[config.mk]
export PLATFORM = sky130hd
export DESIGN_NAME = sdram_loader_flat
export DESIGN_NICKNAME = d
export VERILOG_FILES = /design/src/rtl/loader_pkg.sv /design/src/rtl/sdram_loader_if.sv /design/src/rtl/loader_fifo.sv /design/src/rtl/sdram_loader.sv /design/src/flat_wrapper.sv
export SDC_FILE = /design/constraint.sdc
export NUM_CORES = 1
export LEC_CHECK = 0
export ABC_AREA = 1
export BUFFER_PORTS_ARGS = -buffer_cell sky130_fd_sc_hd__clkbuf_2
export CAP_MARGIN = 5
export CORE_UTILIZATION = 25
export CTS_CLUSTER_SIZE = 14
export DETAILED_ROUTE_END_ITERATION = 10
export GPL_TIMING_DRIVEN = 0
export PLACE_DENSITY = 0.46
export RECOVER_POWER = 25
export SYNTH_ARGS = -nofsm -noshare
export SYNTH_HDL_FRONTEND = slang
export SYNTH_SLANG_ARGS = --single-unit
[constraint.sdc]
create_clock -name clk_sys -period 3.28 [get_ports clk_sys]
set_clock_uncertainty 0.05 [all_clocks]
set_input_delay 0.984 -clock clk_sys [delete_from_list [all_inputs] [get_ports clk_sys]]
set_output_delay 0.984 -clock clk_sys [all_outputs]
set_load 0.1 [all_outputs]
[src/rtl/loader_pkg.sv]
// Shared state encoding and default slot base addresses for the SDRAM loader.
package loader_pkg;

  typedef enum logic [1:0] {
    IDLE,
    LOAD,
    DRAIN,
    HOLD
  } state_t;

  // Slot 1 in the upper half, slot 0 in the lower half.
  localparam logic [49:0] BASE_TABLE_DEFAULT = {25'h0A8000, 25'h080000};

endpackage

[src/rtl/sdram_loader_if.sv]
// Download-side (data_io) and SDRAM-side signals of the loader, bundled as one port.
interface sdram_loader_if #(
  parameter int unsigned ADDR_W = 25
) ();

  logic              ioctl_download;
  logic [7:0]        ioctl_index;
  logic              ioctl_wr;
  logic [ADDR_W-1:0] ioctl_addr;
  logic [7:0]        ioctl_dout;
  logic              mem_sync;

  logic              loader_active;
  logic              loader_we;
  logic [ADDR_W-1:0] loader_addr;
  logic [7:0]        loader_data;
  logic              reset_req;
  logic              overflow;
  logic              bad_index;

  modport master (
    output ioctl_download, ioctl_index, ioctl_wr, ioctl_addr, ioctl_dout, mem_sync,
    input  loader_active, loader_we, loader_addr, loader_data, reset_req, overflow, bad_index
  );

  modport slave (
    input  ioctl_download, ioctl_index, ioctl_wr, ioctl_addr, ioctl_dout, mem_sync,
    output loader_active, loader_we, loader_addr, loader_data, reset_req, overflow, bad_index
  );

endinterface

[src/rtl/loader_fifo.sv]
// Synchronous write buffer; head entry is visible combinationally on rdata.
module loader_fifo #(
  parameter int unsigned WIDTH = 33,
  parameter int unsigned DEPTH = 4
) (
  input  logic             clk,
  input  logic             rst,
  input  logic             push,
  input  logic             pop,
  input  logic [WIDTH-1:0] wdata,
  output logic [WIDTH-1:0] rdata,
  output logic             full,
  output logic             empty
);

  localparam int unsigned PW = $clog2(DEPTH);

  logic [WIDTH-1:0] mem [DEPTH];
  logic [PW:0]      wr_ptr;
  logic [PW:0]      rd_ptr;
  logic             do_push;
  logic             do_pop;

  assign empty   = (wr_ptr == rd_ptr);
  assign full    = (wr_ptr[PW] != rd_ptr[PW]) && (wr_ptr[PW-1:0] == rd_ptr[PW-1:0]);
  assign do_pop  = pop && !empty;
  // A full buffer still accepts a push when the head leaves on the same edge.
  assign do_push = push && (!full || do_pop);
  assign rdata   = mem[rd_ptr[PW-1:0]];

  always_ff @(posedge clk or posedge rst) begin
    if (rst) begin
      wr_ptr <= '0;
      rd_ptr <= '0;
    end else begin
      if (do_push) wr_ptr <= wr_ptr + 1'b1;
      if (do_pop)  rd_ptr <= rd_ptr + 1'b1;
    end
  end

  always_ff @(posedge clk) begin
    if (do_push) mem[wr_ptr[PW-1:0]] <= wdata;
  end

endmodule

[src/rtl/sdram_loader.sv]
// Buffers data_io download bytes and replays them into SDRAM, one write per mem_sync slot,
// then stretches the core reset for HOLD_CYCLES once the download has drained.
module sdram_loader
  import loader_pkg::*;
#(
  parameter int unsigned                ADDR_W      = 25,
  parameter int unsigned                DEPTH       = 4,
  parameter int unsigned                NUM_IDX     = 2,
  parameter logic [NUM_IDX*ADDR_W-1:0]  BASE_TABLE  = BASE_TABLE_DEFAULT,
  parameter int unsigned                HOLD_CYCLES = 4095
) (
  input  logic          clk_sys,
  input  logic          reset,
  sdram_loader_if.slave bus
);

  localparam int unsigned CNT_W = (HOLD_CYCLES < 2) ? 1 : $clog2(HOLD_CYCLES);

  state_t            state;
  logic [7:0]        idx;
  logic [CNT_W-1:0]  hold_cnt;
  logic [ADDR_W-1:0] base;
  logic [ADDR_W-1:0] push_addr;
  logic              idx_ok;
  logic              take;
  logic              bypass;
  logic              fifo_push;
  logic              fifo_pop;
  logic              drop;
  logic              full;
  logic              empty;
  logic [ADDR_W+7:0] head;

  always_comb begin
    base = '0;
    for (int unsigned i = 0; i < NUM_IDX; i++) begin
      if ({24'd0, idx} == i) base = BASE_TABLE[i*ADDR_W +: ADDR_W];
    end
  end

  assign idx_ok    = ({24'd0, idx} < NUM_IDX);
  assign push_addr = base + bus.ioctl_addr;
  assign take      = (state == LOAD) && bus.ioctl_wr && idx_ok;
  // Byte arriving on a slot with an empty buffer goes straight to the SDRAM registers.
  assign bypass    = take && empty && bus.mem_sync;
  assign fifo_pop  = bus.mem_sync && !empty;
  assign fifo_push = take && !bypass && (!full || fifo_pop);
  assign drop      = take && full && !bus.mem_sync;

  loader_fifo #(
    .WIDTH (ADDR_W + 8),
    .DEPTH (DEPTH)
  ) u_fifo (
    .clk   (clk_sys),
    .rst   (reset),
    .push  (fifo_push),
    .pop   (fifo_pop),
    .wdata ({push_addr, bus.ioctl_dout}),
    .rdata (head),
    .full  (full),
    .empty (empty)
  );

  always_ff @(posedge clk_sys or posedge reset) begin
    if (reset) begin
      state             <= IDLE;
      idx               <= '0;
      hold_cnt          <= '0;
      bus.loader_active <= 1'b0;
      bus.loader_we     <= 1'b0;
      bus.loader_addr   <= '0;
      bus.loader_data   <= '0;
      bus.reset_req     <= 1'b0;
      bus.overflow      <= 1'b0;
      bus.bad_index     <= 1'b0;
    end else begin
      if (bus.mem_sync) begin
        bus.loader_we <= fifo_pop || bypass;
        if (fifo_pop) begin
          {bus.loader_addr, bus.loader_data} <= head;
        end else if (bypass) begin
          bus.loader_addr <= push_addr;
          bus.loader_data <= bus.ioctl_dout;
        end
      end

      if (drop) bus.overflow <= 1'b1;
      if ((state == LOAD) && !idx_ok) bus.bad_index <= 1'b1;

      case (state)
        IDLE, HOLD: begin
          if (bus.ioctl_download) begin
            state             <= LOAD;
            idx               <= bus.ioctl_index;
            hold_cnt          <= '0;
            bus.overflow      <= 1'b0;
            bus.bad_index     <= 1'b0;
            bus.loader_active <= 1'b1;
            bus.reset_req     <= 1'b1;
          end else if (state == HOLD) begin
            if (hold_cnt == CNT_W'(HOLD_CYCLES - 1)) begin
              state         <= IDLE;
              hold_cnt      <= '0;
              bus.reset_req <= 1'b0;
            end else begin
              hold_cnt <= hold_cnt + 1'b1;
            end
          end
        end
        LOAD: begin
          if (!bus.ioctl_download) state <= DRAIN;
        end
        DRAIN: begin
          if (bus.mem_sync && empty) begin
            state             <= HOLD;
            hold_cnt          <= '0;
            bus.loader_active <= 1'b0;
          end
        end
        default: state <= IDLE;
      endcase
    end
  end

endmodule

[src/flat_wrapper.sv]
// flat-port wrapper written by rule: the top's interface ports become plain ports
module sdram_loader_flat import loader_pkg::*;
#(
  parameter int unsigned                ADDR_W      = 25,
  parameter int unsigned                DEPTH       = 4,
  parameter int unsigned                NUM_IDX     = 2,
  parameter logic [NUM_IDX*ADDR_W-1:0]  BASE_TABLE  = BASE_TABLE_DEFAULT,
  parameter int unsigned                HOLD_CYCLES = 4095
)
  (clk_sys, reset, bus_ioctl_download, bus_ioctl_index, bus_ioctl_wr, bus_ioctl_addr, bus_ioctl_dout, bus_mem_sync, bus_loader_active, bus_loader_we, bus_loader_addr, bus_loader_data, bus_reset_req, bus_overflow, bus_bad_index);
  sdram_loader_if #(.ADDR_W(ADDR_W)) bus_i ();
  input  logic clk_sys;
  input  logic reset;
  input wire logic [$bits(bus_i.ioctl_download)-1:0] bus_ioctl_download;
  input wire logic [$bits(bus_i.ioctl_index)-1:0] bus_ioctl_index;
  input wire logic [$bits(bus_i.ioctl_wr)-1:0] bus_ioctl_wr;
  input wire logic [$bits(bus_i.ioctl_addr)-1:0] bus_ioctl_addr;
  input wire logic [$bits(bus_i.ioctl_dout)-1:0] bus_ioctl_dout;
  input wire logic [$bits(bus_i.mem_sync)-1:0] bus_mem_sync;
  output wire logic [$bits(bus_i.loader_active)-1:0] bus_loader_active;
  output wire logic [$bits(bus_i.loader_we)-1:0] bus_loader_we;
  output wire logic [$bits(bus_i.loader_addr)-1:0] bus_loader_addr;
  output wire logic [$bits(bus_i.loader_data)-1:0] bus_loader_data;
  output wire logic [$bits(bus_i.reset_req)-1:0] bus_reset_req;
  output wire logic [$bits(bus_i.overflow)-1:0] bus_overflow;
  output wire logic [$bits(bus_i.bad_index)-1:0] bus_bad_index;
  assign bus_i.ioctl_download = bus_ioctl_download;
  assign bus_i.ioctl_index = bus_ioctl_index;
  assign bus_i.ioctl_wr = bus_ioctl_wr;
  assign bus_i.ioctl_addr = bus_ioctl_addr;
  assign bus_i.ioctl_dout = bus_ioctl_dout;
  assign bus_i.mem_sync = bus_mem_sync;
  assign bus_loader_active = bus_i.loader_active;
  assign bus_loader_we = bus_i.loader_we;
  assign bus_loader_addr = bus_i.loader_addr;
  assign bus_loader_data = bus_i.loader_data;
  assign bus_reset_req = bus_i.reset_req;
  assign bus_overflow = bus_i.overflow;
  assign bus_bad_index = bus_i.bad_index;
  sdram_loader #(.ADDR_W(ADDR_W), .DEPTH(DEPTH), .NUM_IDX(NUM_IDX), .BASE_TABLE(BASE_TABLE), .HOLD_CYCLES(HOLD_CYCLES)) u_core (.clk_sys(clk_sys), .reset(reset), .bus(bus_i));
endmodule
# After elaboration in Yosys (flattened, before gate mapping)
# Memories as Yosys holds them, arrays and structs flattened.
# Index checks and enable logic that the tools add are counted.
# Widths: inputs -> output; s select.
op_classes:
  n_addsub: 4
  magnitude_cmp: 1
  eq_ne: 13
  mux: 31
  n_reduce_logical: 35
op_table:
  columns: ["operator", "n"]
  rows:
  - ["$mux 25", 2]
  - ["$mux 12", 4]
  - ["$mux 20", 2]
  - ["$add 20x25->25", 1]
  - ["$pmux 12 s2", 1]
  - ["$mux 8", 2]
  - ["$logic_and 1x1->1", 14]
  - ["$mux 1", 13]
  - ["$add 12x1->12 const B", 1]
  - ["$eq 12x12->1 const B", 1]
  - ["$mux 2", 5]
  - ["$reduce_and 3->1", 3]
  - ["$eq 8x1->1 const B", 1]
  - ["$logic_not 8->1", 1]
  - ["$lt 8x2->1 const B", 1]
  - ["$reduce_bool 2->1", 4]
  - ["$add 3x1->3 const B", 2]
  - ["$ne 3x2->1 const B", 2]
  - ["$pmux 2 s3", 1]
  - ["$logic_not 1->1", 5]
  - ["$eq 2x2->1 const B", 2]
  - ["$ne 2x2->1 const B", 2]
  - ["$reduce_and 2->1", 2]
  - ["$reduce_and 4->1", 1]
  - ["other kinds (9)", 11]
word_totals:
  ff_bits: 66
  ramBits: 132
  in_bits: 46
  n_memories: 1
memory_table:
  columns: ["name", "depth", "width", "rd", "rd_ports_with_merged_regs", "write_ports", "line_no", "rtl"]
  rows:
  - ["u_core.u_fifo.mem", 4, 33, 1, 0, 1, "loader_fifo.sv:18", "logic [WIDTH-1:0] mem [DEPTH];"]

# Logic depth before layout (Yosys ltp)
logic_depth:
  word_depth: 11
  ltp_mapped: 16

# Hierarchy
# A second synthesis with hierarchy kept.
hier_totals:
  cells_unflattened: 826
  area_unflattened_um2: 8912.3
by_module_without_submodules:
  columns: ["module", "n_inst", "cells_per_inst", "area_each_um2"]
  rows:
  - ["loader_fifo", 1, 381, 5346.4]
  - ["sdram_loader", 1, 445, 3565.9]

# Worst setup path after synthesis
# No wires, ideal clock.
synth_timing:
  kind: "input to register"
  from: "in bus_ioctl_wr"
  to: "mem u_core.u_fifo.mem[0][0], enable pin"
  setup_time_ps: 423
  arrival_time_ps: 2859
  required_ps: 2807
  setup_slack_ps: -52
  path_stages: 6
  n_path_buf: 0
  cell_sequence: "nand2_1 > inv_1 > nand2_1 > nor2_1 > nand2_1 > nor2_1"
synth_between:
  elab_chain_len: 10
synth_rtl:
  columns: ["item", "line_no", "rtl"]
  rows:
  - ["start, declared", "flat_wrapper.sv:16", "input wire logic [$bits(bus_i.ioctl_wr)-1:0] bus_ioctl_wr;"]
  - ["$logic_and 1x1->1 * (2 in series)", "sdram_loader.sv:43", "assign take = (state == LOAD) && bus.ioctl_wr && idx_ok;"]
  - ["$logic_and 1x1->1 (2 in series)", "sdram_loader.sv:45", "assign bypass = take && empty && bus.mem_sync;"]
  - ["$logic_not 1->1", "sdram_loader.sv:47", "assign fifo_push = take && !bypass && (!full || fifo_pop);"]
  - ["$logic_and 1x1->1 * (2 in series)", "sdram_loader.sv:47", null]
  - ["$logic_and 1x1->1 *", "loader_fifo.sv:28", "assign do_push = push && (!full || do_pop);"]
  - ["$mux 1 *", "loader_fifo.sv:42", "if (do_push) mem[wr_ptr[PW-1:0]] <= wdata;"]
  - ["$mux 1 (implied by the code) *", "loader_fifo.sv:42", null]
  - ["end, declared", "loader_fifo.sv:18", null]
# Mark *: on every way between the ends. The rest lies on a longest branch, timed or not.

# Final worst setup path
layout_timing:
  from: "in bus_mem_sync"
  to: "mem u_core.u_fifo.mem[0][12], enable pin"
layout_between:
  elab_chain_len: 7
layout_rtl:
  columns: ["item", "line_no", "rtl"]
  rows:
  - ["start, declared", "flat_wrapper.sv:19", "input wire logic [$bits(bus_i.mem_sync)-1:0] bus_mem_sync;"]
  - ["$logic_and 1x1->1", "sdram_loader.sv:45", null]
  - ["$logic_not 1->1", "sdram_loader.sv:47", null]
  - ["$logic_and 1x1->1 (2 in series)", "sdram_loader.sv:47", null]
  - ["$logic_and 1x1->1 *", "loader_fifo.sv:28", null]
  - ["$mux 1 *", "loader_fifo.sv:42", null]
  - ["$mux 1 (implied by the code) *", "loader_fifo.sv:42", null]
# Marks and branches as above.

==> metrics.md <==
| Metric | Value |
|---|---|
| Status | `finished, violations left` |
| Failing checks | `capacitance limit, slew limit` |
| Hold crit path type | `flip-flop to flip-flop` |
| CTS HTree Levels | `4` |
| # diodes | `0` |
| Area delta synth->final | `19.5%` |
| Iteration-0 DRC Markers | `382` |
| Max cap viols | `1` |
| Cell variety after synth | `29` |
| Crit path launch type | `input pin` |
| Synth warn | `0` |
| Height of the die | `187 um` |
| Peak VDD IR | `0.590 mV` |
| Crit path max-delay family | `simple AND/OR/NAND/NOR gates` |
| Crit path cell chain | `clkbuf_2 > inv_1 > nand3_1 > nor2_1 > nor2_1 > nand2_1 > nor2_4 > buf_16` |
| Num CTS Buffers | `17` |
| Mean post-synth cell area | `10.5 um^2` |
| Yosys top cell by area | `edfxtp_1` |
| Crit path from | `bus_mem_sync` |
| Initial antenna violation count | `2` |
| CTS Sinks | `198` |
| Port Buffers | `83` |
| Setup Total Neg Slack | `0 ps` |
| Vias per cell | `4.43` |
| Crit path buffers/inverters | `3` |
| Worst reg2reg path startpoint | `u_core.u_fifo.rd_ptr[1]` |
| Post-CTS setup buffers | `0` |
| Hold Fails Final Rpt | `0` |
| CP max stage cell | `nor2_4` |
| Synth top area share | `46.4%` |
| Syn Std Cell Area | `8540 um^2` |
| Relative slew slack | `-4.45%` |
| Final wirelength | `22.8 mm` |
| Post-route core utilization | `30.4%` |
| Max Fanout on Critical Path | `20` |
| RSZ-0062 raised after global routing | `false` |
| Worst-Margin Slew | `1570 ps` |
| HPWL Detailed | `14.9 mm` |
| Power Density | `969 nW/um^2` |
| HP Start | `u_core.idx[4]` |
| Final period util | `80.9%` |
| First-pass GRT wire length | `35.6 mm` |
| Worst Path Arrival | `2750 ps` |
| Pleak | `3.98 nW` |
| Tot Pwr | `9.89 mW` |
| Largest net degree at the start of global routing | `53` |
| CTS Buffer Depth | `2` |
| # rows | `67` |
| Final #Nets | `979` |
| CP Class | `input pin to flip-flop` |
| Max Clk Rate | `377 MHz` |
| Cts hold-fix bufs | `0` |
| Final ANT Viol Nets | `0` |
| Mapped Nets | `872` |
| Starting Density | `25.5%` |
| Clk_lat worst skew | `430 ps` |
| Drt pass-1 iters | `5` |
| Final setup viols | `0` |
| Total Die Area | `34900 um^2` |
| CP peak stage delay | `670 ps` |
| Most frequent CP cell | `nor2_1` |
| Share of cells above drive strength 1 | `14.6%` |
| # DRC | `0` |
| WL per Instance | `16.5 um` |
| Die Width | `187 um` |
| #FFs+latches synth | `198` |
| WHS | `432 ps` |
| Vias in the first global route | `6016` |
| Worst-path clk slew | `70 ps` |
| Ports | `84` |
| Final min period | `2650 ps` |
| CTS tree | `built` |
| Core area | `33500 um^2` |
| Cells after Synth | `812` |
| GRT Util Overall | `13.4%` |
| Top cells by area, synth | `edfxtp_1 46%, dfrtp_1 19%, nand2_1 7.6%` |
| CTS resizes | `0` |
| Max Slew Vio Count | `53` |
| Gr ovfl total | `0` |
| Register area share after synthesis | `65.8%` |
| Final Wtd Congestion | `0.756` |
| Detailed-route via count | `6111` |
| Crit path capture type | `flip-flop` |
| CP required | `3370 ps` |
| Root Driver | `clkbuf_16` |
[Yosys cell counts (all sizes together)]
library cell,n
nor3,2
xnor2,2
nand3b,2
nand4,13
clkbuf,14
inv,44
a21o,2
o22ai,32
edfxtp,132
dfrtp,66
a31oi,28
nand2,175
or2,2
nand3,30
nor2,128
a21oi,5
ha,14
xor2,8
buf,24
o21ai,89
[layer usage]
metal  GRT usage (%)  share of wire, %  routed length [um]
met5               0              0.11                  24
met4            3.09              0.71                 161
met3            3.16               4.9                1120
met2            21.1                47               10600
met1            18.5                48               10800
[kinds of logic (layout without fill, tap and decap cells)]
family	count (synthesis)	in the layout	share of synthesized area, %
xor+xnor	10	10	1.20
simple gates	352	352	16.9
fa+ha+maj	14	14	2.05
buf+inv	82	202	3.94
flops	198	198	65.8
compound gates	156	156	10.1
[registers in the layout (all words and copies together), names as in the netlist]
name,count
u_core.bus.bad_index,1
u_core.bus.loader_active,1
u_core.bus.loader_addr,25
u_core.bus.loader_data,8
u_core.bus.loader_we,1
u_core.bus.overflow,1
u_core.bus.reset_req,1
u_core.hold_cnt,12
u_core.idx,8
u_core.state,2
u_core.u_fifo.mem,132
u_core.u_fifo.rd_ptr,3
u_core.u_fifo.wr_ptr,3
[final timing paths]
check	end	slack, ps	cells after the start
worst max-delay path	u_core.u_fifo.mem[0][12]	630	8
worst min-delay path	u_core.idx[4]	430	2
worst max register to register	u_core.u_fifo.mem[0][12]	650	8
worst min register to register	u_core.idx[4]	430	2
max in group asynchronous	u_core.bus.loader_addr[4]	720	3
min in group asynchronous	u_core.hold_cnt[9]	540	2
[per-stage QoR]
stage          setup slack, ps  cell area (um^2)  std cells
3_5_place_dp               127              9650       1348
3_3_place_gp             -1760              9510       1343
4_1_cts                    587             10300       1380
2_1_floorplan            -52.2              8540        812
6_report                   628             10200       1380
5_1_grt                    302             10200       1380
[worst register-to-register path: stages, from the launching register on]
cell and delay, ps:
dfrtp_1 390, buf_2 210, xnor2_2 190, nand2_1 70
nor2_1 70, nor2_1 180, nand2_1 260, nor2_4 670
buf_16 240
[report_power, final]
| group | switching [mW] | leakage (nW) | total [mW] | internal, mW |
|---|---|---|---|---|
| sequential | 0.226 | 1.98 | 3.25 | 3.02 |
| clock | 1.08 | 0.293 | 2.18 | 1.10 |
| combinational | 3.54 | 1.71 | 4.46 | 0.918 |
[placed cells by master (no fill, tap or decap), types with 8 or more instances in the layout]
cell | netlist | layout
nand2_1 | 172 | 172
edfxtp_1 | 132 | 132
nor2_1 | 127 | 124
o21ai_0 | 77 | 77
dfrtp_1 | 66 | 66
clkbuf_2 | 0 | 60
inv_1 | 43 | 41
clkbuf_1 | 14 | 38
o22ai_1 | 32 | 32
nand3_1 | 28 | 28
a31oi_1 | 28 | 28
buf_2 | 23 | 23
clkbuf_16 | 0 | 17
ha_1 | 14 | 14
o21ai_1 | 12 | 12
nand4_1 | 12 | 12
xor2_1 | 8 | 8
[area by class of cell]
| cell class | instances | area (um^2) |
|---|---|---|
| buffer | 38 | 171 |
| clock buffer | 17 | 425 |
| clock inverter | 15 | 180 |
| fill | 3552 | 23300 |
| inverter | 44 | 166 |
| multi-input combinational | 532 | 2610 |
| sequential | 198 | 5620 |
| tap | 448 | 561 |
| timing repair buffer | 88 | 478 |
Note: power is estimated with default switching activity, not from simulation.
